===== config.mk =====
export PLATFORM = sky130hd
export DESIGN_NAME = idu_stage
export DESIGN_NICKNAME = d
export VERILOG_FILES = /design/src/rtl/idu_stage.sv
export SDC_FILE = /design/constraint.sdc
export NUM_CORES = 1
export LEC_CHECK = 0
export ABC_AREA = 1
export CORE_AREA = 2 2 146 148
export DETAILED_ROUTE_END_ITERATION = 8
export DIE_AREA = 0 0 148 150
export PLACE_DENSITY_LB_ADDON = 0.3
export SETUP_SLACK_MARGIN = 0.15
export SLEW_MARGIN = 20
export SYNTH_ARGS = -nofsm -noshare
export SYNTH_HDL_FRONTEND = slang
export SYNTH_SLANG_ARGS = --single-unit

===== constraint.sdc =====
create_clock -name clk -period 8.1 [get_ports clk]
set_input_delay 2.025 -clock clk [delete_from_list [all_inputs] [get_ports clk]]
set_output_delay 2.025 -clock clk [all_outputs]
set_load 0.05 [all_outputs]

===== src/rtl/idu_stage.sv =====
// ----------------------------------------------------------------------------
// idu_stage -- registered, handshaked instruction-decode pipeline stage.
//
// Takes a 32-bit instruction plus its PC from fetch (valid/ready), splits the
// fields, builds the sign-extended immediate, classifies the instruction type
// and flags illegal encodings. Results go to execute through a two-entry
// buffer (main + skid) so that in_ready never depends combinationally on
// out_ready.
//
// Parameters
//   XLEN    32 or 64 : width of pc / imm, immediates sign-extended to XLEN
//   NR_REG  32 or 16 : register-file size (RVI / RVE)
//
// Ports
//   clk, rst                       clock (rising edge), async active-high reset
//   in_valid/in_ready              fetch handshake
//   in_inst[31:0], in_pc[XLEN-1:0] instruction word and its address
//   flush                          drop every buffered entry (redirect)
//   out_valid/out_ready            execute handshake
//   out_pc, out_opcode, out_func3, out_func7,
//   out_rs1, out_rs2, out_rd       raw fields / passthrough PC
//   out_imm                        selected immediate (0 for R and illegal)
//   out_itype[5:0]                 one-hot {R,I,S,B,U,J}, 0 when illegal
//   out_illegal                    illegal-instruction flag
// ----------------------------------------------------------------------------
module idu_stage #(
    parameter int XLEN   = 32,
    parameter int NR_REG = 32
) (
    input  logic            clk,
    input  logic            rst,
    input  logic            in_valid,
    output logic            in_ready,
    input  logic [31:0]     in_inst,
    input  logic [XLEN-1:0] in_pc,
    input  logic            flush,
    output logic            out_valid,
    input  logic            out_ready,
    output logic [XLEN-1:0] out_pc,
    output logic [6:0]      out_opcode,
    output logic [2:0]      out_func3,
    output logic [6:0]      out_func7,
    output logic [4:0]      out_rs1,
    output logic [4:0]      out_rs2,
    output logic [4:0]      out_rd,
    output logic [XLEN-1:0] out_imm,
    output logic [5:0]      out_itype,
    output logic            out_illegal
);

    localparam int EW = 2 * XLEN + 39;

    // itype one-hot encodings, MSB first: {R,I,S,B,U,J}
    localparam logic [5:0] T_R = 6'b100000;
    localparam logic [5:0] T_I = 6'b010000;
    localparam logic [5:0] T_S = 6'b001000;
    localparam logic [5:0] T_B = 6'b000100;
    localparam logic [5:0] T_U = 6'b000010;
    localparam logic [5:0] T_J = 6'b000001;

    // ------------------------------------------------------------------
    // Field split
    // ------------------------------------------------------------------
    logic [6:0] dec_opcode;
    logic [2:0] dec_func3;
    logic [6:0] dec_func7;
    logic [4:0] dec_rs1;
    logic [4:0] dec_rs2;
    logic [4:0] dec_rd;

    assign dec_opcode = in_inst[6:0];
    assign dec_func3  = in_inst[14:12];
    assign dec_func7  = in_inst[31:25];
    assign dec_rs1    = in_inst[19:15];
    assign dec_rs2    = in_inst[24:20];
    assign dec_rd     = in_inst[11:7];

    // Register index out of range: only the RVE file (16 regs) can have one.
    logic hi_rs1, hi_rs2, hi_rd;

    generate
        if (NR_REG < 32) begin : g_rve
            assign hi_rs1 = dec_rs1[4];
            assign hi_rs2 = dec_rs2[4];
            assign hi_rd  = dec_rd[4];
        end else begin : g_rvi
            assign hi_rs1 = 1'b0;
            assign hi_rs2 = 1'b0;
            assign hi_rd  = 1'b0;
        end
    endgenerate

    // ------------------------------------------------------------------
    // Type classification and 32-bit immediate
    // ------------------------------------------------------------------
    logic [5:0]  raw_itype;
    logic [31:0] raw_imm32;
    logic        bad_reg;
    logic        dec_illegal;
    logic [5:0]  dec_itype;
    logic [31:0] dec_imm32;

    always_comb begin
        raw_itype = '0;
        raw_imm32 = '0;
        bad_reg   = 1'b0;
        case (dec_opcode)
            7'b0110011: begin
                raw_itype = T_R;
                bad_reg   = hi_rs1 | hi_rs2 | hi_rd;
            end
            7'b0010011, 7'b0000011, 7'b1100111, 7'b1110011, 7'b0001111: begin
                raw_itype = T_I;
                raw_imm32 = {{20{in_inst[31]}}, in_inst[31:20]};
                bad_reg   = hi_rs1 | hi_rd;
            end
            7'b0100011: begin
                raw_itype = T_S;
                raw_imm32 = {{20{in_inst[31]}}, in_inst[31:25], in_inst[11:7]};
                bad_reg   = hi_rs1 | hi_rs2;
            end
            7'b1100011: begin
                raw_itype = T_B;
                raw_imm32 = {{19{in_inst[31]}}, in_inst[31], in_inst[7],
                             in_inst[30:25], in_inst[11:8], 1'b0};
                bad_reg   = hi_rs1 | hi_rs2;
            end
            7'b0110111, 7'b0010111: begin
                raw_itype = T_U;
                raw_imm32 = {in_inst[31:12], 12'b0};
                bad_reg   = hi_rd;
            end
            7'b1101111: begin
                raw_itype = T_J;
                raw_imm32 = {{11{in_inst[31]}}, in_inst[31], in_inst[19:12],
                             in_inst[20], in_inst[30:21], 1'b0};
                bad_reg   = hi_rd;
            end
            default: begin
                raw_itype = '0;
            end
        endcase
    end

    // Unknown opcode shows up as raw_itype == 0.
    assign dec_illegal = (in_inst[1:0] != 2'b11) || (raw_itype == 6'b0) || bad_reg;
    assign dec_itype   = dec_illegal ? 6'b0  : raw_itype;
    assign dec_imm32   = dec_illegal ? 32'b0 : raw_imm32;

    // Sign-extend to XLEN (bit 31 is the sign for every format, U included).
    logic [XLEN-1:0] dec_imm;

    generate
        if (XLEN > 32) begin : g_imm_wide
            assign dec_imm = {{(XLEN-32){dec_imm32[31]}}, dec_imm32};
        end else begin : g_imm_narrow
            assign dec_imm = dec_imm32;
        end
    endgenerate

    logic [EW-1:0] dec_entry;

    assign dec_entry = {in_pc, dec_opcode, dec_func3, dec_func7, dec_rs1,
                        dec_rs2, dec_rd, dec_imm, dec_itype, dec_illegal};

    // ------------------------------------------------------------------
    // Two-entry buffer: main drives the outputs, skid catches the one
    // extra entry accepted in the cycle execute stalls.
    // ------------------------------------------------------------------
    logic [EW-1:0] main_reg;
    logic [EW-1:0] skid_reg;
    logic          main_valid_reg;
    logic          skid_valid_reg;
    logic          accept;
    logic          pop;

    assign in_ready  = !skid_valid_reg;
    assign out_valid = main_valid_reg;
    assign accept    = in_valid && in_ready && !flush;
    assign pop       = main_valid_reg && out_ready;

    always_ff @(posedge clk or posedge rst) begin
        if (rst) begin
            main_reg       <= '0;
            skid_reg       <= '0;
            main_valid_reg <= 1'b0;
            skid_valid_reg <= 1'b0;
        end else if (flush) begin
            main_valid_reg <= 1'b0;
            skid_valid_reg <= 1'b0;
        end else if (pop) begin
            if (skid_valid_reg) begin
                // in_ready is low here, so no accept can collide with this move
                main_reg       <= skid_reg;
                main_valid_reg <= 1'b1;
                skid_valid_reg <= 1'b0;
            end else if (accept) begin
                main_reg       <= dec_entry;
                main_valid_reg <= 1'b1;
            end else begin
                main_valid_reg <= 1'b0;
            end
        end else if (accept) begin
            if (!main_valid_reg) begin
                main_reg       <= dec_entry;
                main_valid_reg <= 1'b1;
            end else begin
                skid_reg       <= dec_entry;
                skid_valid_reg <= 1'b1;
            end
        end
    end

    assign {out_pc, out_opcode, out_func3, out_func7, out_rs1, out_rs2,
            out_rd, out_imm, out_itype, out_illegal} = main_reg;

endmodule


==> flow_summary.toml, run 1 <==
[finish]
commonest_non_fill_non_tap_cell_in_the_layout = "nand2_1"
stdcell_area_um2 = 12300
share_of_layout_cells_above_drive_strength_1_pct = 4.71
n_fill_cell = 1882
area.growth.synth_to_final_pct = 26.7
register_area_um2 = 5200
num_antenna_cells = 0
layout.nets = 1476
multiInputGateArea_um2 = 3990
final_cell_mix = "nand2_1, dfrtp_1, nor2_1"

[sta]
slew_viol_final = 0
worst_slew_pin_slew_ns = 1.01
rsz0062_at_grt = "no"
setup_viol_count_final = 0
timing.fmax_mhz = 228
holdWs_ns = 0.477
period_needed_ns = 4.39
fin_setup_tns_ns = 0
final_hold_viol_count = 0
finalClockSkew_ns = 0.0128
final.period_utilization_pct = 54.2
relSlewSlack_pct = 32.6

[pwr]
pwr-share-comb_pct = 22.3
power.ir.vdd_worst_mv = 0.128
switching_share_pct = 31.3
internal_power_w = 0.00208
power.density_nw_per_um2 = 246
clkPwrFrac_pct = 35.4
leakage_nw = 6.40
switchingPower_w = 0.000949
part_of_the_total_power_dissipated_in_sequential_elements_pct = 42.4

[yosys]
synth_area_leader_cell = "dfrtp_1"
syn-num-nets = 1349
yosysWarnings = 0
synth_top_cell_area_share_pct = 53.6
syn_avg_cell_area_um2 = 7.58
syn_area_um2 = 9700
yosys_register_bits = 208
number_of_distinct_library_cells_after_synthesis = 24
share_of_synthesized_area_occupied_by_flip_flops_and_latches_pct = 53.6
synthesis.instances = 1280
synthTopCellsByArea = "dfrtp_1, nand2_1, nor2_1"

[floorplan]
num_io_pins = 174
fp.dieH_um = 150
initial_core_util_pct = 46.9
total_number_of_placement_rows = 53
design.core.area_um2 = 20700
die_area_um2 = 22200
floorplan.die.width_um = 148

[placed_design]
postPlaceCellArea_um2 = 11500
io_buffers = 173
finalWeightedCongestion = 0.832
post-dp-hpwl_mm = 16.4

[worst_setup_path]
worst-path-max-fanout = 90
crit_required_ns = 8.50
endpoint_kind = "flip-flop"
crit_arrival_ns = 4.79
setup.worst_path.class = "in -> reg"
worstSetupStartpointType = "input port"

[clock_network]
ctsHoldBuffers = 0
clock_tree.root_cell = "clkbuf_16"
tritoncts.num_buffers = 23
post_cts.resized_instances = 0
h_tree_levels = 1
clock_path_buffers = 3
clk_pin_slew_ns = 0.06
clock_latency_reported_for_the_late_side_of_the_worst_skew_pair_ns = 0.51
cts_tree = "built"
cts_setup_buffers = 0
numClockSinks = 208

[global_route]
grt_usage_pct = 23.4
grt_pass1_wl_mm = 42.4
gr-total-overflow = 0
grt_pass1_vias = 8224
maximum_number_of_pins_on_one_net_before_global_route_repair = 93
number_of_antenna_violations_at_the_first_check_in_global_routing = 0

[drt]
finalWirelength_mm = 25.8
total_via_count_after_detailed_routing = 8690
drc_errors = 0
wire_per_inst_um = 15.2
drt-initial-drc-count = 585
antenna_left = 0
route.detailed.vias_per_inst = 5.12
detail_route.first_pass.iterations = 5

[worst_hold_path]
worstHoldPathType = "reg -> reg"

[status]
status = "completed"

[job]
timing.max_cap.violations = 0
cells in the mapped netlist, drive strengths merged:
cell	count
a21oi	8
a31oi	65
buf	46
clkbuf	36
dfrtp	208
inv	36
nand2	565
nand3	85
nand4	1
nor2	183
nor3	1
o21a	2
o21ai	42
o22ai	1
o31ai	1
final timing paths:
kind | start | endpoint | slack [ns] | depth (start not counted)
worst min register to register | skid_reg[86]$_DFFE_PP0P_ | skid_reg[86]$_DFFE_PP0P_ | 0.48 | 2
min in group asynchronous | rst | skid_reg[97]$_DFFE_PP0P_ | 1.96 | 2
worst max register to register | out_valid$_DFFE_PP0P_ | main_reg[6]$_DFFE_PP0P_ | 5.37 | 7
worst min-delay path | skid_reg[86]$_DFFE_PP0P_ | skid_reg[86]$_DFFE_PP0P_ | 0.48 | 2
max in group asynchronous | rst | skid_reg[55]$_DFFE_PP0P_ | 4.79 | 3
worst max-delay path | out_ready | main_reg[6]$_DFFE_PP0P_ | 3.71 | 8
power by group through the flow:
stage	logic, W	clock network, W	registers [W]
after floorplan	0.000202	0	0.00152
after global placement	0.000667	0	0.00129
after detailed placement	0.000676	0	0.00130
after CTS	0.000680	0.00109	0.00128
after global routing	0.000727	0.00113	0.00130
final	0.000674	0.00107	0.00128
layout make-up:
type	count	share of cell area (%)
clock buffers	33	5.64
clock inverters	6	0.692
inverters	36	1.18
multi-input cells	954	32.5
flip-flops and latches	208	42.4
well taps	275	2.80
repair buffers	184	14.9
critical path, stage by stage:
cell             delay [ns]
clkdlybuf4s50_1        0.49
nand2_1                0.11
nor2_4                 0.40
o21ai_1                0.19
nor2_4                 0.79
buf_12                 0.41
o21ai_0                0.16
o21a_1                 0.13
stage by stage:
step,power (W),util [%],cells,worst slack [ns]
2_1_floorplan,0.00172,-,1280,0.394
3_3_place_gp,0.00196,55.6,1657,3.23
3_5_place_dp,0.00197,55.6,1657,3.21
4_1_cts,0.00305,59.4,1696,3.73
5_1_grt,0.00316,59.4,1696,3.47
6_report,0.00303,59.4,1696,3.71
layer usage:
| metal | global-route usage, % | up-vias | wire length [µm] |
|---|---|---|---|
| li1 | - | 4295 | - |
| met5 | 0 | - | 0 |
| met4 | 5.43 | 0 | 459 |
| met3 | 3.72 | 36 | 1940 |
| met1 | 33.7 | 4065 | 11700 |
| met2 | 37.5 | 294 | 11700 |
logic make-up (layout without fill, tap and decap cells):
kind of cell    Yosys count  in the layout  share of synthesized area [%]
flops                   208            208                           53.6
compound gates          119            119                           7.14
simple gates            835            835                           33.8
buf+inv                 118            259                           5.43
Power figures use the tool's default switching activity.
==> run 2, diff against run 1 <==
==> constraint.sdc (replaced) <==
create_clock -name clk -period 4 [get_ports clk]
set_input_delay 1 -clock clk [delete_from_list [all_inputs] [get_ports clk]]
set_output_delay 1 -clock clk [all_outputs]
set_load 0.05 [all_outputs]
==> flow_summary.toml, run 2 (synthesized netlist as in run 1, its figures left out) <==
[status]
status = "completed"

[pwr]
power.density_nw_per_um2 = 485
internal_power_w = 0.00409
power.ir.vdd_worst_mv = 0.245
clkPwrFrac_pct = 33.6
leakage_nw = 6.43
switching_share_pct = 31.5
part_of_the_total_power_dissipated_in_sequential_elements_pct = 43.3
switchingPower_w = 0.00188
pwr-share-comb_pct = 23.0

[worst_setup_path]
endpoint_kind = "flip-flop"
crit_required_ns = 4.39
worstPathCellList = "clkdlybuf4s50_1, inv_1, nand2_1, nor2_1, nand2_1, nand3_2, nand2_2, nand3_1, nand2_1, nand2_1"
r2r-end = "skid_reg[94]$_DFFE_PP0P_"
worst-r2r-setup-slack_ns = 2.08
critical-path-max-stage-delay_ns = 0.71
worstSetupStartpointType = "input port"
worst_r2r_startpoint = "skid_valid_reg$_DFFE_PP0P_"
worstPathBufferInverterCount = 2
crit_slowest_cell = "nand2_2"
timing.critical_path.max_delay_family = "simple AND/OR/NAND/NOR gates"
critPathMostFrequentCell = "nand2_1"
reg2reg_depth = 8
crit_arrival_ns = 3.33
setup.worst_path.class = "in -> reg"
worst-path-max-fanout = 41

[floorplan]
floorplan.die.width_um = 148
total_number_of_placement_rows = 53
design.core.area_um2 = 20700
die_area_um2 = 22200
initial_core_util_pct = 46.9
fp.dieH_um = 150
num_io_pins = 174

[clock_network]
ctsHoldBuffers = 0
clk_pin_slew_ns = 0.06
cts_tree = "built"
clock_tree.root_cell = "clkbuf_16"
tritoncts.num_buffers = 22
cts_setup_buffers = 0
h_tree_levels = 1
clock_latency_reported_for_the_late_side_of_the_worst_skew_pair_ns = 0.50
clock_path_buffers = 3
post_cts.resized_instances = 0
numClockSinks = 208

[global_route]
number_of_antenna_violations_at_the_first_check_in_global_routing = 0
grt_pass1_wl_mm = 42.8
grt_pass1_vias = 8262
gr-total-overflow = 0
maximum_number_of_pins_on_one_net_before_global_route_repair = 99
grt_usage_pct = 23.7

[finish]
area.growth.synth_to_final_pct = 27.0
share_of_layout_cells_above_drive_strength_1_pct = 5.05
commonest_non_fill_non_tap_cell_in_the_layout = "nand2_1"
register_area_um2 = 5200
final_cell_mix = "nand2_1, dfrtp_1, nor2_1"
n_fill_cell = 1855
final-instance-count-excl-fill = 1702
layout.nets = 1484
multiInputGateArea_um2 = 3990
num_antenna_cells = 0

[drt]
drc_errors = 0
detail_route.first_pass.iterations = 6
drt-initial-drc-count = 592
antenna_left = 0
finalWirelength_mm = 26.3
route.detailed.vias_per_inst = 5.15
total_via_count_after_detailed_routing = 8770
wire_per_inst_um = 15.4

[sta]
worst_slew_pin_slew_ns = 0.909
setup_viol_count_final = 0
rsz0062_at_grt = "no"
finalClockSkew_ns = 0.00648
relSlewSlack_pct = 39.4
final_hold_viol_count = 0
period_needed_ns = 2.94
final.period_utilization_pct = 73.4
timing.fmax_mhz = 341
fin_setup_tns_ns = 0
slew_viol_final = 0

[worst_hold_path]
worstHoldPathType = "reg -> reg"
timing.hold.worst.start = "skid_reg[43]$_DFFE_PP0P_"
timing.hold.worst_path_depth = 2
holdPathEnd = "skid_reg[43]$_DFFE_PP0P_"

[job]
timing.max_cap.violations = 0

[placed_design]
finalWeightedCongestion = 0.859
io_buffers = 173
dp_cells = 1666
post-dp-hpwl_mm = 16.9
## run 2: cell count changes in the layout (fill, tap and decap cells not counted)
cell        previous run  this run
inv_8                  1         0
clkbuf_8               8         5
clkinvlp_4             2         1
clkinv_2               2         4
buf_4                 10        16
buf_12                 1         4
bufinv_16              2         1
clkbuf_1               2         3
## run 2: area by class of cell
class,instances,share of cell area (%)
Timing Repair Buffer,193,15.7
Clock buffer,31,5.32
Inverter,36,1.15
Clock inverter,5,0.406
Multi-Input combinational cell,954,32.4
Tap cell,275,2.79
Sequential cell,208,42.3
## run 2: worst max-delay path by stage
stage / cells after the start / start / slack (ns) / to
finish: 10 / in_inst[4] / 1.06 / main_reg[19]$_DFFE_PP0P_
global route: 10 / in_inst[4] / 0.82 / main_reg[34]$_DFFE_PP0P_
floorplan: 1 / rst / 0.30 / main_reg[0]$_DFFE_PP0P_
global placement: 10 / in_inst[4] / 0.70 / main_reg[38]$_DFFE_PP0P_
CTS: 10 / in_inst[4] / 1.10 / main_reg[32]$_DFFE_PP0P_
detailed placement: 10 / in_inst[4] / 0.59 / main_reg[21]$_DFFE_PP0P_
## run 2: metal layers
layer	GRT usage, %	part of all wire, %	vias up	wire (µm)
met1	33.4	44	4123	11500
met2	38.9	47	308	12400
met3	3.81	7.7	39	2030
met4	5.57	1.6	0	417
met5	0	0	-	0
li1	-	-	4300	-
## run 2: stage by stage
stage / utilization (%) / instance area (µm²) / setup slack (ns) / power (W) / hold slack, ns
floorplan: - / 9710 / 0.300 / 0.00349 / 0.444
global placement: 56.1 / 11600 / 0.703 / 0.00397 / 0.458
detailed placement: 56.1 / 11600 / 0.589 / 0.00400 / 0.464
CTS: 59.5 / 12300 / 1.10 / 0.00601 / 0.481
global route: 59.5 / 12300 / 0.824 / 0.00624 / 0.494
finish: 59.5 / 12300 / 1.06 / 0.00597 / 0.478
## run 2: power groups by stage
stage	Combinational (W)	Sequential, W	Clock (W)
after global placement	0.00136	0.00261	0
after CTS	0.00138	0.00259	0.00204
after global routing	0.00147	0.00262	0.00214
after floorplan	0.000409	0.00308	0
final	0.00137	0.00259	0.00201
after detailed placement	0.00138	0.00262	0
## run 2: worst min-delay path, cell delays in order (launching register included)
cell	delay [ns]
dfrtp_1	0.34
nand2_1	0.05
nand2_1	0.05
